<file path="src/rtl/led_pwm_driver_pkg.sv">
// Shared definitions for the LED PWM driver: period length, duty type and
// the prescaler width rule.
package led_pwm_driver_pkg;

    localparam int c_pwm_steps = 255;

    typedef logic [7:0] t_pwm_duty;

    // A counter for a single-clock step still needs one bit to exist.
    function automatic int presc_width(input int clocks);
        return (clocks > 1) ? $clog2(clocks) : 1;
    endfunction

endpackage

</file>
<file path="src/rtl/led_pwm_channel.sv">
// One PWM filament: duty register latched at the period boundary, compared
// against the shared step counter, output registered.
module led_pwm_channel
    import led_pwm_driver_pkg::*;
(
    input  logic      i_clk,
    input  logic      i_srst,
    input  logic      i_load,
    input  t_pwm_duty i_value,
    input  t_pwm_duty i_step,
    output logic      eo_pwm
);

    t_pwm_duty duty;

    // The compare on the load cycle still uses the old duty, so the new value
    // first shows up on the output one cycle after o_period_start.
    always_ff @(posedge i_clk) begin
        if (i_srst) begin
            duty   <= '0;
            eo_pwm <= 1'b0;
        end else begin
            if (i_load) begin
                duty <= i_value;
            end
            eo_pwm <= (i_step < duty);
        end
    end

endmodule

</file>
<file path="src/rtl/led_pwm_driver.sv">
// PWM driver for the board LEDs: shared prescaler, 255-step counter and
// period load strobe, fanned out to one channel per filament.
module led_pwm_driver
    import led_pwm_driver_pkg::*;
#(
    parameter int parm_color_led_count = 4,
    parameter int parm_basic_led_count = 4,
    parameter int parm_step_clocks     = 157,
    parameter int c_color_value_upper  = 8*parm_color_led_count-1,
    parameter int c_basic_value_upper  = 8*parm_basic_led_count-1
) (
    input  logic                            i_clk,
    input  logic                            i_srst,
    input  logic [c_color_value_upper:0]    i_color_led_red_value,
    input  logic [c_color_value_upper:0]    i_color_led_green_value,
    input  logic [c_color_value_upper:0]    i_color_led_blue_value,
    input  logic [c_basic_value_upper:0]    i_basic_led_lumin_value,
    output logic [parm_color_led_count-1:0] eo_color_leds_r,
    output logic [parm_color_led_count-1:0] eo_color_leds_g,
    output logic [parm_color_led_count-1:0] eo_color_leds_b,
    output logic [parm_basic_led_count-1:0] eo_basic_leds_l,
    output logic                            o_period_start
);

    localparam int c_channels = 3*parm_color_led_count + parm_basic_led_count;
    localparam int c_pw       = presc_width(parm_step_clocks);
    localparam int c_cc       = parm_color_led_count;

    logic [c_pw-1:0]         prescaler;
    t_pwm_duty               step_count;
    logic                    first_cycle;
    logic                    step_tick;
    logic                    period_load;
    logic [8*c_channels-1:0] all_values;
    logic [c_channels-1:0]   all_pwm;

    assign step_tick   = (prescaler == c_pw'(parm_step_clocks-1));
    assign period_load = first_cycle ||
                         (step_tick && (step_count == t_pwm_duty'(c_pwm_steps-1)));

    // A load always restarts the period at step 0, which also covers the
    // fresh latch taken on the first cycle after reset release.
    always_ff @(posedge i_clk) begin
        if (i_srst) begin
            prescaler      <= '0;
            step_count     <= '0;
            first_cycle    <= 1'b1;
            o_period_start <= 1'b0;
        end else begin
            first_cycle    <= 1'b0;
            o_period_start <= period_load;
            if (period_load) begin
                prescaler  <= '0;
                step_count <= '0;
            end else if (step_tick) begin
                prescaler  <= '0;
                step_count <= step_count + 8'd1;
            end else begin
                prescaler  <= prescaler + 1'b1;
            end
        end
    end

    // Channel order: red, green, blue, then basic luminance.
    assign all_values = {i_basic_led_lumin_value, i_color_led_blue_value,
                         i_color_led_green_value, i_color_led_red_value};

    for (genvar n = 0; n < c_channels; n++) begin : g_chan
        led_pwm_channel u_chan (
            .i_clk   (i_clk),
            .i_srst  (i_srst),
            .i_load  (period_load),
            .i_value (all_values[8*n +: 8]),
            .i_step  (step_count),
            .eo_pwm  (all_pwm[n])
        );
    end

    assign eo_color_leds_r = all_pwm[c_cc-1:0];
    assign eo_color_leds_g = all_pwm[2*c_cc-1:c_cc];
    assign eo_color_leds_b = all_pwm[3*c_cc-1:2*c_cc];
    assign eo_basic_leds_l = all_pwm[c_channels-1:3*c_cc];

endmodule
</file>
<file path="config.mk">
export PLATFORM = sky130hd
export DESIGN_NAME = led_pwm_driver
export DESIGN_NICKNAME = d
export VERILOG_FILES = /design/src/rtl/led_pwm_driver_pkg.sv /design/src/rtl/led_pwm_channel.sv /design/src/rtl/led_pwm_driver.sv
export SDC_FILE = /design/constraint.sdc
export NUM_CORES = 1
export LEC_CHECK = 0
export ABC_AREA = 1
export BUFFER_PORTS_ARGS = -buffer_cell sky130_fd_sc_hd__buf_4
export CORE_MARGIN = 2
export CORE_UTILIZATION = 35
export DETAILED_ROUTE_END_ITERATION = 8
export PLACE_DENSITY = 0.59
export SLEW_MARGIN = 30
export SYNTH_ARGS = -nofsm -noshare
export SYNTH_HDL_FRONTEND = slang
export SYNTH_SLANG_ARGS = --single-unit
</file>
<file path="constraint.sdc">
create_clock -name i_clk -period 2.29 [get_ports i_clk]
set_input_delay 0.229 -clock i_clk [delete_from_list [all_inputs] [get_ports i_clk]]
set_output_delay 0.229 -clock i_clk [all_outputs]
set_load 0.005 [all_outputs]
</file>
==> results of run 1 <==
[kinds of logic (layout without fill, tap and decap cells)]
kind of cell / Yosys count / in the layout / synth area share, %
DFF: 162 / 162 / 33.07
adders and majority gates: 116 / 116 / 14.80
xor gates and xnor gates: 4 / 4 / 0.3573
AOI/OAI and AO/OA: 74 / 74 / 4.594
buffers and inverters: 239 / 355 / 12.15
and+or+nand+nor: 617 / 617 / 35.03
[Yosys cell counts (19+ instances only)]
library cell               number  share of area (%)
sky130_fd_sc_hd__a21oi_1       41                2.1
sky130_fd_sc_hd__buf_2         23                1.2
sky130_fd_sc_hd__buf_4         19                1.5
sky130_fd_sc_hd__clkbuf_1      24               0.92
sky130_fd_sc_hd__dfxtp_1      162                 33
sky130_fd_sc_hd__ha_1         116                 15
sky130_fd_sc_hd__inv_1        144                5.5
sky130_fd_sc_hd__nand2_1      259                9.9
sky130_fd_sc_hd__nand3_1       53                2.7
sky130_fd_sc_hd__nand3_2      101                 10
sky130_fd_sc_hd__nand4_1      147                9.4
sky130_fd_sc_hd__nor2_1        47                1.8
[layer usage]
| metal | vias to the layer above | wire, um | track usage, % |
|---|---|---|---|
| li1 | 4288 | - | - |
| met3 | 25 | 756 | 2.669 |
| met2 | 138 | 11660 | 28.84 |
| met4 | 0 | 430 | 4.937 |
| met1 | 3912 | 11890 | 22.00 |
| met5 | - | 0 | 0 |
[stage by stage]
| step | util [%] | std cells | instance area (um2) | power [W] |
|---|---|---|---|---|
| 3_5_place_dp | 39.72 | 1665 | 11000 | 0.004057 |
| 6_report | 42.20 | 1706 | 11690 | 0.006902 |
| 5_1_grt | 42.20 | 1706 | 11690 | 0.007226 |
| 2_1_floorplan | - | 1212 | 9806 | 0.003726 |
| 4_1_cts | 42.14 | 1705 | 11670 | 0.006991 |
| 3_3_place_gp | 39.72 | 1665 | 11000 | 0.004038 |
[flip-flops by register name, indices dropped and copies added, names as in the netlist]
| name | count |
|---|---|
| g_chan.u_chan.duty | 128 |
| g_chan.u_chan.eo_pwm | 16 |
| prescaler | 8 |
| step_count | 8 |
| first_cycle | 1 |
| o_period_start | 1 |
[cell type report]
class | instances | area share (%)
clock buffer | 20 | 3.906
clock inverter | 12 | 1.134
sequential | 162 | 27.74
tap | 378 | 4.045
inverter | 149 | 4.869
multi-input combinational | 811 | 46.02
timing repair buffer | 174 | 12.29
[worst max-delay path, stage by stage, from the launching register on]
cell and delay, ns:
sky130_fd_sc_hd__dfxtp_1 0.37, sky130_fd_sc_hd__inv_1 0.06, sky130_fd_sc_hd__ha_1 0.23, sky130_fd_sc_hd__nand3_2 0.13
sky130_fd_sc_hd__nor2_8 0.07, sky130_fd_sc_hd__nand2_4 0.11, sky130_fd_sc_hd__buf_16 0.35, sky130_fd_sc_hd__nand3_1 0.37
sky130_fd_sc_hd__a21oi_1 0.21
[worst min-delay path by stage]
stage / start / to / slack [ns] / cells past startpoint
final: i_color_led_blue_value[27] / g_chan[11].u_chan.duty[3] / 0.02 / 3
after global placement: prescaler[0] / prescaler[0] / 0.44 / 1
after floorplan: i_srst / first_cycle / 0.26 / 0
after CTS: i_color_led_green_value[26] / g_chan[7].u_chan.duty[2] / 0.0002 / 3
after global routing: i_color_led_green_value[0] / g_chan[4].u_chan.duty[0] / 0.005 / 3
after detailed placement: i_color_led_blue_value[3] / g_chan[8].u_chan.duty[3] / 0.45 / 3
[layout by cell type (no fill, tap or decap), types with 7 or more instances in the layout]
cell and instances:
sky130_fd_sc_hd__nand4_1 147, sky130_fd_sc_hd__buf_4 157, sky130_fd_sc_hd__nand3_2 101, sky130_fd_sc_hd__buf_12 7, sky130_fd_sc_hd__a21boi_0 16, sky130_fd_sc_hd__nand3_1 53
sky130_fd_sc_hd__dfxtp_1 162, sky130_fd_sc_hd__nand2_1 259, sky130_fd_sc_hd__ha_1 116, sky130_fd_sc_hd__a21oi_1 41, sky130_fd_sc_hd__inv_1 144, sky130_fd_sc_hd__dlygate4sd3_1 9
sky130_fd_sc_hd__clkbuf_16 17, sky130_fd_sc_hd__nor2_1 47, sky130_fd_sc_hd__o21bai_1 16
[power by group]
group	leakage [nW]	internal (W)	switching, W
combinational	3.95	0.000429	0.000499
clock	0.282	0.00167	0.00124
sequential	1.34	0.00298	0.0000817
[timing repair]
action                                  CTS  global route
endpoints found under the setup margin    0             3
hold buffers                              8             1
endpoints found under the hold margin     8             1
gates resized for setup                   0             1
==> metrics.txt, run 1 <==
# TYPE chip_impl_metric gauge
chip_impl_metric{name="timing.final.ws_setup",unit="ns"} 0.3140
chip_impl_metric{name="synthCells",unit=""} 1212
chip_impl_metric{name="grt_max_degree",unit=""} 131
chip_impl_metric{name="grt_first_pass_wirelength",unit="um"} 39300
chip_impl_metric{name="timing.max_slew.rel_slack",unit="%"} 56.11
chip_impl_metric{name="wl_per_cell",unit="um"} 14.50
chip_impl_metric{name="num-fill-cells",unit=""} 2808
chip_impl_metric{name="holdWs",unit="ns"} 0.01900
chip_impl_metric{name="synth_cell_type_count",unit=""} 29
chip_impl_metric{name="clock-sinks",unit=""} 162
chip_impl_metric{name="max_clock_freq",unit="MHz"} 506.1
chip_impl_metric{name="dr_total_vias",unit=""} 8363
chip_impl_metric{name="ys_seq_elements",unit=""} 162
chip_impl_info{name="grt_setup_unrepaired",value="false"} 1
chip_impl_metric{name="coreArea",unit="mm2"} 0.02771
chip_impl_metric{name="globalRouteTotalUtil",unit="%"} 16.91
chip_impl_metric{name="cts_inserted_buffers",unit=""} 17
chip_impl_metric{name="synthToLayoutAreaGrowth",unit="%"} 19.23
chip_impl_metric{name="floorplan.io_pins",unit=""} 147
chip_impl_metric{name="p_leak",unit="nW"} 5.570
chip_impl_metric{name="drc",unit=""} 0
chip_impl_metric{name="total_area_of_multi_input_combinational_cells",unit="mm2"} 0.005380
chip_impl_info{name="crit_type",value="flop to flop"} 1
chip_impl_metric{name="die_height",unit="um"} 171.4
chip_impl_metric{name="fin_nets",unit=""} 1561
chip_impl_info{name="clock_tree_from_tritoncts",value="done"} 1
chip_impl_info{name="timing.critical_path.from_type",value="flop"} 1
chip_impl_metric{name="drv_slew",unit=""} 0
chip_impl_metric{name="worst_setup_hold_path_clk_slew",unit="ns"} 0.07
chip_impl_metric{name="post-cts-setup-buffer-count",unit=""} 0
chip_impl_metric{name="clockBufferDepth",unit=""} 2
chip_impl_metric{name="synth_warnings",unit=""} 0
chip_impl_info{name="path_category_of_the_worst_min_delay_check",value="input port to flop"} 1
chip_impl_metric{name="yosysSeqAreaShare",unit="%"} 33.07
chip_impl_info{name="worstReg2RegStart",value="prescaler[0]"} 1
chip_impl_info{name="run_status",value="finished clean"} 1
chip_impl_metric{name="required",unit="ns"} 2.64
chip_impl_metric{name="hold_violations",unit=""} 0
chip_impl_info{name="critical_path.endpoint_type",value="flop"} 1
chip_impl_metric{name="drt_pass1_iterations",unit=""} 7
chip_impl_metric{name="reg2reg_slack",unit="ns"} 0.31
chip_impl_metric{name="antenna_found_initial",unit=""} 0
chip_impl_metric{name="number_of_max_cap_violations",unit=""} 0
chip_impl_metric{name="syn-mean-instance-area",unit="um2"} 8.090
chip_impl_metric{name="clk-insertion-delay-late",unit="ns"} 0.42
chip_impl_metric{name="totalNegativeSetupSlack",unit="ns"} 0
chip_impl_metric{name="placement_rows",unit=""} 61
chip_impl_metric{name="fp.dieArea",unit="mm2"} 0.02937
chip_impl_metric{name="vias_in_the_first_global_route",unit=""} 8008
chip_impl_metric{name="htree_levels",unit=""} 4
chip_impl_metric{name="reg2regPathDepth",unit=""} 8
chip_impl_info{name="worst_setup_path_startpoint",value="prescaler[0]"} 1
chip_impl_info{name="r2r-end",value="step_count[3]"} 1
chip_impl_metric{name="power.ir.vdd_worst",unit="mV"} 0.4556
chip_impl_metric{name="detailed_place_hpwl",unit="um"} 15580
chip_impl_metric{name="synth_nets",unit=""} 1458
chip_impl_metric{name="worst_pin_slew",unit="ns"} 0.6584
chip_impl_metric{name="fp.dieW",unit="um"} 171.4
chip_impl_metric{name="final_period_minus_worst_setup_slack",unit="ns"} 1.976
chip_impl_metric{name="critPathMaxFanout",unit=""} 130
chip_impl_metric{name="place.gp.congestion",unit=""} 0.7633
chip_impl_metric{name="detailedRoute.firstIterationViolations",unit=""} 443
chip_impl_metric{name="final_layout_size_suffix_gt1_share",unit="%"} 23.19
chip_impl_metric{name="synth-edff-count",unit=""} 0
chip_impl_metric{name="final_antenna_net_count",unit=""} 0
chip_impl_metric{name="postRouteWirelength",unit="um"} 24740
chip_impl_metric{name="grt-ovfl-total",unit=""} 0
chip_impl_metric{name="post-route-period-util",unit="%"} 86.29
chip_impl_metric{name="ys_async_sr_fraction",unit="%"} 0
chip_impl_metric{name="syn-cell-area",unit="mm2"} 0.009806
chip_impl_metric{name="ant_diodes",unit=""} 0
chip_impl_metric{name="start_util",unit="%"} 35.39
chip_impl_info{name="synth-main-ff-cell",value="sky130_fd_sc_hd__dfxtp_1"} 1
chip_impl_metric{name="port_buffers",unit=""} 146
chip_impl_metric{name="register_area",unit="mm2"} 0.003243
chip_impl_metric{name="setup_viol",unit=""} 0
chip_impl_metric{name="fin_worst_skew",unit="ns"} 0.01219
chip_impl_info{name="library_cell_used_as_clock_root_buffer",value="sky130_fd_sc_hd__clkbuf_16"} 1
chip_impl_info{name="critical_path.endpoint",value="step_count[3]"} 1
chip_impl_metric{name="power.density",unit="mW/mm2"} 590.4
chip_impl_metric{name="crit_arrival",unit="ns"} 2.32
chip_impl_metric{name="detailedPlace.worstSlack",unit="ns"} 0.1440
chip_impl_metric{name="routed_via_density",unit=""} 4.902
Note: power is estimated with default switching activity, not from simulation.
==> inputs of run 2 (changes only) <==
- CELL_PAD_IN_SITES_DETAIL_PLACEMENT: unset -> 1
- CELL_PAD_IN_SITES_GLOBAL_PLACEMENT: unset -> 1
- PLACE_DENSITY: 0.59 -> 0.74
==> run 2 against run 1 <==
  * Count of clock-buffer cells in the layout did not move
  * Combinational power grew 2.9%
  * Global-route usage rose by 1.4 points
==> metrics.txt, run 2 (synthesis results as in run 1) <==
# TYPE chip_impl_metric gauge
chip_impl_metric{name="grt-ovfl-total",unit=""} 0
chip_impl_info{name="hold-path-endpoint",value="g_chan[14].u_chan.duty[0]"} 1
chip_impl_metric{name="timing.max_slew.rel_slack",unit="%"} 64.13
chip_impl_metric{name="coreArea",unit="mm2"} 0.02771
chip_impl_info{name="layout_commonest_cell",value="sky130_fd_sc_hd__nand2_1"} 1
chip_impl_metric{name="max_clock_freq",unit="MHz"} 506.6
chip_impl_metric{name="fin_worst_skew",unit="ns"} 0.01722
chip_impl_metric{name="reg2reg_slack",unit="ns"} 0.32
chip_impl_info{name="slowest_stage",value="sky130_fd_sc_hd__buf_16"} 1
chip_impl_metric{name="number_of_max_cap_violations",unit=""} 0
chip_impl_metric{name="detailedPlace.worstSlack",unit="ns"} 0.1356
chip_impl_metric{name="critPathBufInv",unit=""} 2
chip_impl_metric{name="power.density",unit="mW/mm2"} 591.3
chip_impl_metric{name="worst_path_largest_cell_delay",unit="ns"} 0.43
chip_impl_metric{name="ant_diodes",unit=""} 0
chip_impl_metric{name="htree_levels",unit=""} 4
chip_impl_metric{name="fp.dieArea",unit="mm2"} 0.02937
chip_impl_metric{name="postRouteWirelength",unit="um"} 26210
chip_impl_metric{name="clock-sinks",unit=""} 162
chip_impl_info{name="path_category_of_the_worst_min_delay_check",value="input port to flop"} 1
chip_impl_info{name="r2r-end",value="step_count[4]"} 1
chip_impl_metric{name="critPathMaxFanout",unit=""} 130
chip_impl_info{name="layout_common_cells",value="sky130_fd_sc_hd__nand2_1, sky130_fd_sc_hd__dfxtp_1, sky130_fd_sc_hd__buf_4, sky130_fd_sc_hd__nand4_1, sky130_fd_sc_hd__inv_1"} 1
chip_impl_info{name="run_status",value="finished clean"} 1
chip_impl_metric{name="detailed_place_hpwl",unit="um"} 17140
chip_impl_metric{name="detailedRoute.firstIterationViolations",unit=""} 388
chip_impl_metric{name="synthToLayoutAreaGrowth",unit="%"} 20.67
chip_impl_metric{name="final_antenna_net_count",unit=""} 0
chip_impl_metric{name="post-cts-setup-buffer-count",unit=""} 0
chip_impl_info{name="regMostFlops",value="g_chan.u_chan.duty"} 1
chip_impl_metric{name="required",unit="ns"} 2.63
chip_impl_info{name="worstReg2RegStart",value="prescaler[0]"} 1
chip_impl_metric{name="start_util",unit="%"} 35.39
chip_impl_metric{name="drc",unit=""} 0
chip_impl_metric{name="hold_depth",unit=""} 3
chip_impl_info{name="worstHoldStart",value="i_basic_led_lumin_value[16]"} 1
chip_impl_metric{name="hold_violations",unit=""} 0
chip_impl_metric{name="power.ir.vdd_worst",unit="mV"} 0.4650
chip_impl_metric{name="cts_inserted_buffers",unit=""} 17
chip_impl_metric{name="grt_first_pass_wirelength",unit="um"} 42810
chip_impl_metric{name="port_buffers",unit=""} 146
chip_impl_metric{name="placement_rows",unit=""} 61
chip_impl_metric{name="die_height",unit="um"} 171.4
chip_impl_metric{name="post-route-period-util",unit="%"} 86.19
chip_impl_metric{name="fp.dieW",unit="um"} 171.4
chip_impl_info{name="critical_path.top_delay_family",value="simple AND/OR/NAND/NOR gates"} 1
chip_impl_info{name="library_cell_used_as_clock_root_buffer",value="sky130_fd_sc_hd__clkbuf_16"} 1
chip_impl_metric{name="clk-insertion-delay-late",unit="ns"} 0.43
chip_impl_metric{name="fin_nets",unit=""} 1576
chip_impl_metric{name="antenna_found_initial",unit=""} 0
chip_impl_metric{name="globalRouteTotalUtil",unit="%"} 18.34
chip_impl_metric{name="place.gp.congestion",unit=""} 0.7467
chip_impl_metric{name="crit_arrival",unit="ns"} 2.32
chip_impl_metric{name="max_ffs_per_register",unit=""} 128
chip_impl_metric{name="setup_viol",unit=""} 0
chip_impl_metric{name="drv_slew",unit=""} 0
chip_impl_metric{name="grt_max_degree",unit=""} 131
chip_impl_info{name="timing.critical_path.from_type",value="flop"} 1
chip_impl_metric{name="routed_via_density",unit=""} 4.917
chip_impl_metric{name="final_period_minus_worst_setup_slack",unit="ns"} 1.974
chip_impl_metric{name="final_layout_size_suffix_gt1_share",unit="%"} 23.01
chip_impl_metric{name="num-fill-cells",unit=""} 3341
chip_impl_metric{name="worst_setup_hold_path_clk_slew",unit="ns"} 0.07
chip_impl_metric{name="wl_per_cell",unit="um"} 15.23
chip_impl_metric{name="vias_in_the_first_global_route",unit=""} 8663
chip_impl_metric{name="totalNegativeSetupSlack",unit="ns"} 0
chip_impl_metric{name="drt_pass1_iterations",unit=""} 4
chip_impl_info{name="layout_top_registers",value="g_chan.u_chan.duty (128), g_chan.u_chan.eo_pwm (16)"} 1
chip_impl_metric{name="dr_total_vias",unit=""} 8463
chip_impl_info{name="critical_path.endpoint_type",value="flop"} 1
chip_impl_metric{name="reg2regPathDepth",unit=""} 8
chip_impl_metric{name="worst_pin_slew",unit="ns"} 0.5380
chip_impl_info{name="crit_type",value="flop to flop"} 1
chip_impl_info{name="grt_setup_unrepaired",value="false"} 1
chip_impl_metric{name="clockBufferDepth",unit=""} 2
chip_impl_metric{name="p_leak",unit="nW"} 5.639
chip_impl_info{name="worst_setup_path_startpoint",value="prescaler[0]"} 1
chip_impl_metric{name="floorplan.io_pins",unit=""} 147
chip_impl_info{name="clock_tree_from_tritoncts",value="done"} 1
chip_impl_info{name="worstPathCellList",value="inv_1 > ha_1 > nand3_2 > nor2_8 > nand2_4 > buf_16 > nand3_2 > a21oi_1"} 1
chip_impl_info{name="path_common_cell",value="sky130_fd_sc_hd__nand3_2"} 1
chip_impl_metric{name="timing.final.ws_setup",unit="ns"} 0.3162
-- run 2: cell count changes in the layout (fill, tap and decap cells not counted) --
| cell | delta |
|---|---|
| sky130_fd_sc_hd__clkbuf_8 | -1 |
| sky130_fd_sc_hd__nand3_2 | +1 |
| sky130_fd_sc_hd__bufinv_16 | +1 |
| sky130_fd_sc_hd__nand3_1 | -1 |
| sky130_fd_sc_hd__clkbuf_1 | +1 |
| sky130_fd_sc_hd__clkinvlp_4 | -2 |
| sky130_fd_sc_hd__dlygate4sd3_1 | +14 |
| sky130_fd_sc_hd__buf_4 | +3 |
| sky130_fd_sc_hd__buf_12 | -2 |
| sky130_fd_sc_hd__clkinv_4 | +1 |
-- run 2: cell type report --
class	instances	area [um2]	area share, %
multi-input combinational	811	5385	45.51
sequential	162	3243	27.41
timing repair buffer	189	1559	13.18
inverter	149	569.3	4.811
tap	378	473.0	3.997
clock buffer	20	446.7	3.775
clock inverter	12	156.4	1.322
-- run 2: worst max-delay path by stage --
stage                               endpoint  slack [ns]  cells after the start
global placement               step_count[7]        0.19                      8
CTS                            step_count[4]        0.12                      8
global route                   step_count[6]        0.12                      8
detailed placement             step_count[7]        0.14                      8
finish                         step_count[4]        0.32                      8
floorplan           g_chan[0].u_chan.duty[0]        0.50                      8
-- run 2: timing repair --
| action | in CTS | in global routing |
|---|---|---|
| endpoints found under the setup margin | 0 | 8 |
| hold endpoints to repair | 22 | 1 |
| gates resized for setup | 0 | 2 |
| hold buffers | 22 | 1 |
-- run 2: worst register-to-register path, stage by stage, from the launching register on --
cell and delay (ns):
sky130_fd_sc_hd__dfxtp_1 0.38, sky130_fd_sc_hd__inv_1 0.07, sky130_fd_sc_hd__ha_1 0.21, sky130_fd_sc_hd__nand3_2 0.12
sky130_fd_sc_hd__nor2_8 0.08, sky130_fd_sc_hd__nand2_4 0.11, sky130_fd_sc_hd__buf_16 0.43, sky130_fd_sc_hd__nand3_2 0.30
sky130_fd_sc_hd__a21oi_1 0.19
-- run 2: routing by layer --
| metal | track usage [%] | routed length [um] | up-vias | part of all wire [%] |
|---|---|---|---|---|
| met5 | 0 | 0 | - | 0 |
| met4 | 4.974 | 403 | 0 | 1.5 |
| met3 | 2.945 | 650 | 24 | 2.5 |
| met2 | 31.85 | 12710 | 115 | 48 |
| met1 | 23.54 | 12450 | 4019 | 47 |
| li1 | - | - | 4305 | - |
-- run 2: per-stage QoR --
step	std cells	cell area, um2	utilization, %	power, W	hold slack, ns
6_report	1721	11830	42.71	0.006997	0.01663
5_1_grt	1721	11830	42.71	0.007323	0.002091
4_1_cts	1720	11810	42.63	0.007092	0.0001474
3_5_place_dp	1666	10990	39.66	0.004066	0.4464
3_3_place_gp	1666	10990	39.66	0.004031	0.4440
2_1_floorplan	1212	9806	-	0.003726	0.2567
-- run 2: where the power goes --
part           switching, W  internal (W)  total (W)
clock network       0.00122       0.00175    0.00297
registers         0.0000828       0.00299    0.00307
logic              0.000514      0.000441   0.000955
total               0.00182       0.00518    0.00700
==> inputs of run 3 (changes only) <==
--- a/config.mk
+++ b/config.mk
@@ -12,5 +12,5 @@
 export CORE_MARGIN = 2
-export CORE_UTILIZATION = 35
+export CORE_UTILIZATION = 43
 export DETAILED_ROUTE_END_ITERATION = 8
-export PLACE_DENSITY = 0.74
+export PLACE_DENSITY = 0.87
 export SLEW_MARGIN = 30
==> constraint.sdc (replaced) <==
create_clock -name i_clk -period 2.29 [get_ports i_clk]
set_input_delay 0.458 -clock i_clk [delete_from_list [all_inputs] [get_ports i_clk]]
set_output_delay 0.458 -clock i_clk [all_outputs]
set_load 0.005 [all_outputs]
==> run 3 against run 2 <==
  * Clock skew is 0.0069 ns lower
  * Count of clock-buffer cells in the layout is 2 lower
  * Non-clock buffer count is 17 lower
  * Via count is 3.1% higher
  * Clock power is 4% lower
  * Critical path type unchanged
  * Critical endpoint is now step_count[7]
==> metrics.txt, run 3 (synthesis results as in run 1) <==
# TYPE chip_impl_metric gauge
chip_impl_metric{name="drc",unit=""} 0
chip_impl_metric{name="placed_cells_incl_taps",unit=""} 1579
chip_impl_metric{name="fp.dieArea",unit="mm2"} 0.02403
chip_impl_metric{name="worst_setup_hold_path_clk_slew",unit="ns"} 0.07
chip_impl_metric{name="hold_violations",unit=""} 0
chip_impl_metric{name="p_total",unit="W"} 0.006894
chip_impl_metric{name="port_buffers",unit=""} 146
chip_impl_info{name="path_category_of_the_worst_min_delay_check",value="input port to flop"} 1
chip_impl_metric{name="hold_depth",unit=""} 3
chip_impl_metric{name="globalRouteTotalUtil",unit="%"} 23.37
chip_impl_metric{name="crit_arrival",unit="ns"} 2.36
chip_impl_metric{name="critPathMaxFanout",unit=""} 59
chip_impl_metric{name="grt_first_pass_wirelength",unit="um"} 45100
chip_impl_metric{name="dr_total_vias",unit=""} 8725
chip_impl_info{name="clock_tree_from_tritoncts",value="done"} 1
chip_impl_metric{name="drv_slew",unit=""} 0
chip_impl_metric{name="clockBufferDepth",unit=""} 2
chip_impl_metric{name="start_util",unit="%"} 43.58
chip_impl_metric{name="htree_levels",unit=""} 4
chip_impl_metric{name="final_period_minus_worst_setup_slack",unit="ns"} 2.001
chip_impl_metric{name="power.density",unit="mW/mm2"} 598.6
chip_impl_info{name="layout_commonest_cell",value="sky130_fd_sc_hd__nand2_1"} 1
chip_impl_metric{name="worst_pin_slew",unit="ns"} 0.6170
chip_impl_metric{name="max_ffs_per_register",unit=""} 128
chip_impl_metric{name="max_clock_freq",unit="MHz"} 499.8
chip_impl_metric{name="final_layout_size_suffix_gt1_share",unit="%"} 23.91
chip_impl_info{name="crit_type",value="flop to flop"} 1
chip_impl_info{name="critical_path.endpoint_type",value="flop"} 1
chip_impl_metric{name="placement_rows",unit=""} 55
chip_impl_metric{name="clock-sinks",unit=""} 162
chip_impl_metric{name="ant_diodes",unit=""} 0
chip_impl_metric{name="required",unit="ns"} 2.65
chip_impl_metric{name="timing.max_slew.rel_slack",unit="%"} 58.87
chip_impl_metric{name="postRouteWirelength",unit="um"} 27910
chip_impl_info{name="grt_setup_unrepaired",value="false"} 1
chip_impl_metric{name="drt_pass1_iterations",unit=""} 4
chip_impl_info{name="layout_common_cells",value="sky130_fd_sc_hd__nand2_1, sky130_fd_sc_hd__buf_4, sky130_fd_sc_hd__dfxtp_1, sky130_fd_sc_hd__nand4_1, sky130_fd_sc_hd__inv_1"} 1
chip_impl_metric{name="synthToLayoutAreaGrowth",unit="%"} 17.47
chip_impl_info{name="library_cell_used_as_clock_root_buffer",value="sky130_fd_sc_hd__clkbuf_16"} 1
chip_impl_metric{name="fp.dieW",unit="um"} 155.0
chip_impl_info{name="worstHoldStart",value="i_color_led_green_value[25]"} 1
chip_impl_metric{name="cts_inserted_buffers",unit=""} 17
chip_impl_metric{name="number_of_max_cap_violations",unit=""} 0
chip_impl_metric{name="fin_worst_skew",unit="ns"} 0.01032
chip_impl_metric{name="reg2regPathDepth",unit=""} 8
chip_impl_metric{name="grt-ovfl-total",unit=""} 0
chip_impl_metric{name="antenna_found_initial",unit=""} 0
chip_impl_info{name="worstReg2RegStart",value="prescaler[0]"} 1
chip_impl_info{name="run_status",value="finished clean"} 1
chip_impl_metric{name="die_height",unit="um"} 155.0
chip_impl_info{name="timing.critical_path.from_type",value="flop"} 1
chip_impl_metric{name="detailedRoute.firstIterationViolations",unit=""} 364
chip_impl_info{name="regMostFlops",value="g_chan.u_chan.duty"} 1
chip_impl_metric{name="place.gp.congestion",unit=""} 0.7513
chip_impl_metric{name="grt_max_degree",unit=""} 72
chip_impl_metric{name="power.ir.vdd_worst",unit="mV"} 0.4430
chip_impl_metric{name="routed_via_density",unit=""} 5.416
chip_impl_metric{name="final_antenna_net_count",unit=""} 0
chip_impl_metric{name="setup_viol",unit=""} 0
chip_impl_metric{name="vias_in_the_first_global_route",unit=""} 9278
chip_impl_metric{name="dpl_cell_area",unit="mm2"} 0.01093
chip_impl_metric{name="fin_cells",unit=""} 1611
chip_impl_metric{name="coreArea",unit="mm2"} 0.02250
chip_impl_metric{name="wl_per_cell",unit="um"} 17.33
chip_impl_metric{name="post-cts-setup-buffer-count",unit=""} 0
chip_impl_metric{name="detailed_place_hpwl",unit="um"} 18200
chip_impl_metric{name="totalNegativeSetupSlack",unit="ns"} 0
chip_impl_info{name="r2r-end",value="step_count[7]"} 1
chip_impl_metric{name="floorplan.io_pins",unit=""} 147
chip_impl_metric{name="post-route-period-util",unit="%"} 87.37
chip_impl_metric{name="fin_area",unit="mm2"} 0.01152
chip_impl_metric{name="reg2reg_slack",unit="ns"} 0.29
chip_impl_info{name="hold-path-endpoint",value="g_chan[7].u_chan.duty[1]"} 1
chip_impl_metric{name="p_leak",unit="nW"} 5.557
chip_impl_metric{name="fin_nets",unit=""} 1559
chip_impl_info{name="layout_top_registers",value="g_chan.u_chan.duty (128), g_chan.u_chan.eo_pwm (16)"} 1
chip_impl_metric{name="clk-insertion-delay-late",unit="ns"} 0.44
run 3: cell types whose count changed in the layout (fill, tap and decap cells not counted):
cell,delta
sky130_fd_sc_hd__clkinv_2,-3
sky130_fd_sc_hd__inv_8,+1
sky130_fd_sc_hd__inv_6,+5
sky130_fd_sc_hd__buf_6,+1
sky130_fd_sc_hd__clkbuf_1,-2
sky130_fd_sc_hd__clkinv_4,-1
sky130_fd_sc_hd__buf_12,+2
sky130_fd_sc_hd__bufinv_16,-2
sky130_fd_sc_hd__buf_16,-1
sky130_fd_sc_hd__clkinvlp_4,+2
sky130_fd_sc_hd__buf_4,+4
sky130_fd_sc_hd__dlygate4sd3_1,-23
run 3: what timing repair did:
item,4_1_cts,5_1_grt
hold buffers,0,0
setup endpoints to repair,0,8
gates resized for setup,0,2
run 3: routing by layer:
layer  part of all wire [%]  global-route usage [%]  vias up
met1                     43                   27.34     4252
li1                       -                       -     4282
met4                    1.9                   7.848        0
met5                      0                       0        -
met3                    3.0                   3.733       40
met2                     52                   43.28      151
run 3: per-stage QoR:
stage | hold slack [ns] | setup WS, ns | util, %
2_1_floorplan | 0.4300 | 0.5034 | -
3_3_place_gp | 0.4449 | 0.1922 | 48.56
3_5_place_dp | 0.4547 | 0.08001 | 48.56
4_1_cts | 0.2161 | 0.05562 | 51.15
5_1_grt | 0.2228 | 0.09843 | 51.19
6_report | 0.2345 | 0.2893 | 51.19
run 3: worst max-delay path by stage:
stage	startpoint	end	slack (ns)	cells past startpoint
finish	prescaler[0]	step_count[7]	0.29	8
global route	step_count[0]	step_count[7]	0.1	8
CTS	prescaler[0]	step_count[1]	0.06	8
detailed placement	prescaler[0]	step_count[1]	0.08	8
global placement	prescaler[0]	step_count[2]	0.19	8
floorplan	step_count[1]	g_chan[0].u_chan.duty[0]	0.50	8
run 3: final cells by class:
cell class                 count  area, um2
clock buffer                  18      439.2
multi-input combinational    811       5385
fill                        2725      10980
tap                          285      356.6
clock inverter                14      142.6
sequential                   162       3243
inverter                     149      569.3
timing repair buffer         172       1383
run 3: where the power goes:
| part | switching, W | internal, W | leakage, nW | total [W] |
|---|---|---|---|---|
| logic | 0.000530 | 0.000426 | 3.94 | 0.000956 |
| registers | 0.0000891 | 0.00298 | 1.34 | 0.00307 |
| clock network | 0.00131 | 0.00156 | 0.277 | 0.00286 |
| total | 0.00192 | 0.00497 | 5.56 | 0.00689 |
run 3: worst max-delay path, cell delays in order, from the launching register on:
cell and delay [ns]:
sky130_fd_sc_hd__dfxtp_1 0.38, sky130_fd_sc_hd__inv_1 0.06, sky130_fd_sc_hd__ha_1 0.22, sky130_fd_sc_hd__nand3_2 0.12
sky130_fd_sc_hd__nor2_8 0.07, sky130_fd_sc_hd__nand2_4 0.11, sky130_fd_sc_hd__buf_6 0.40, sky130_fd_sc_hd__nand3_2 0.29
sky130_fd_sc_hd__a21oi_1 0.22
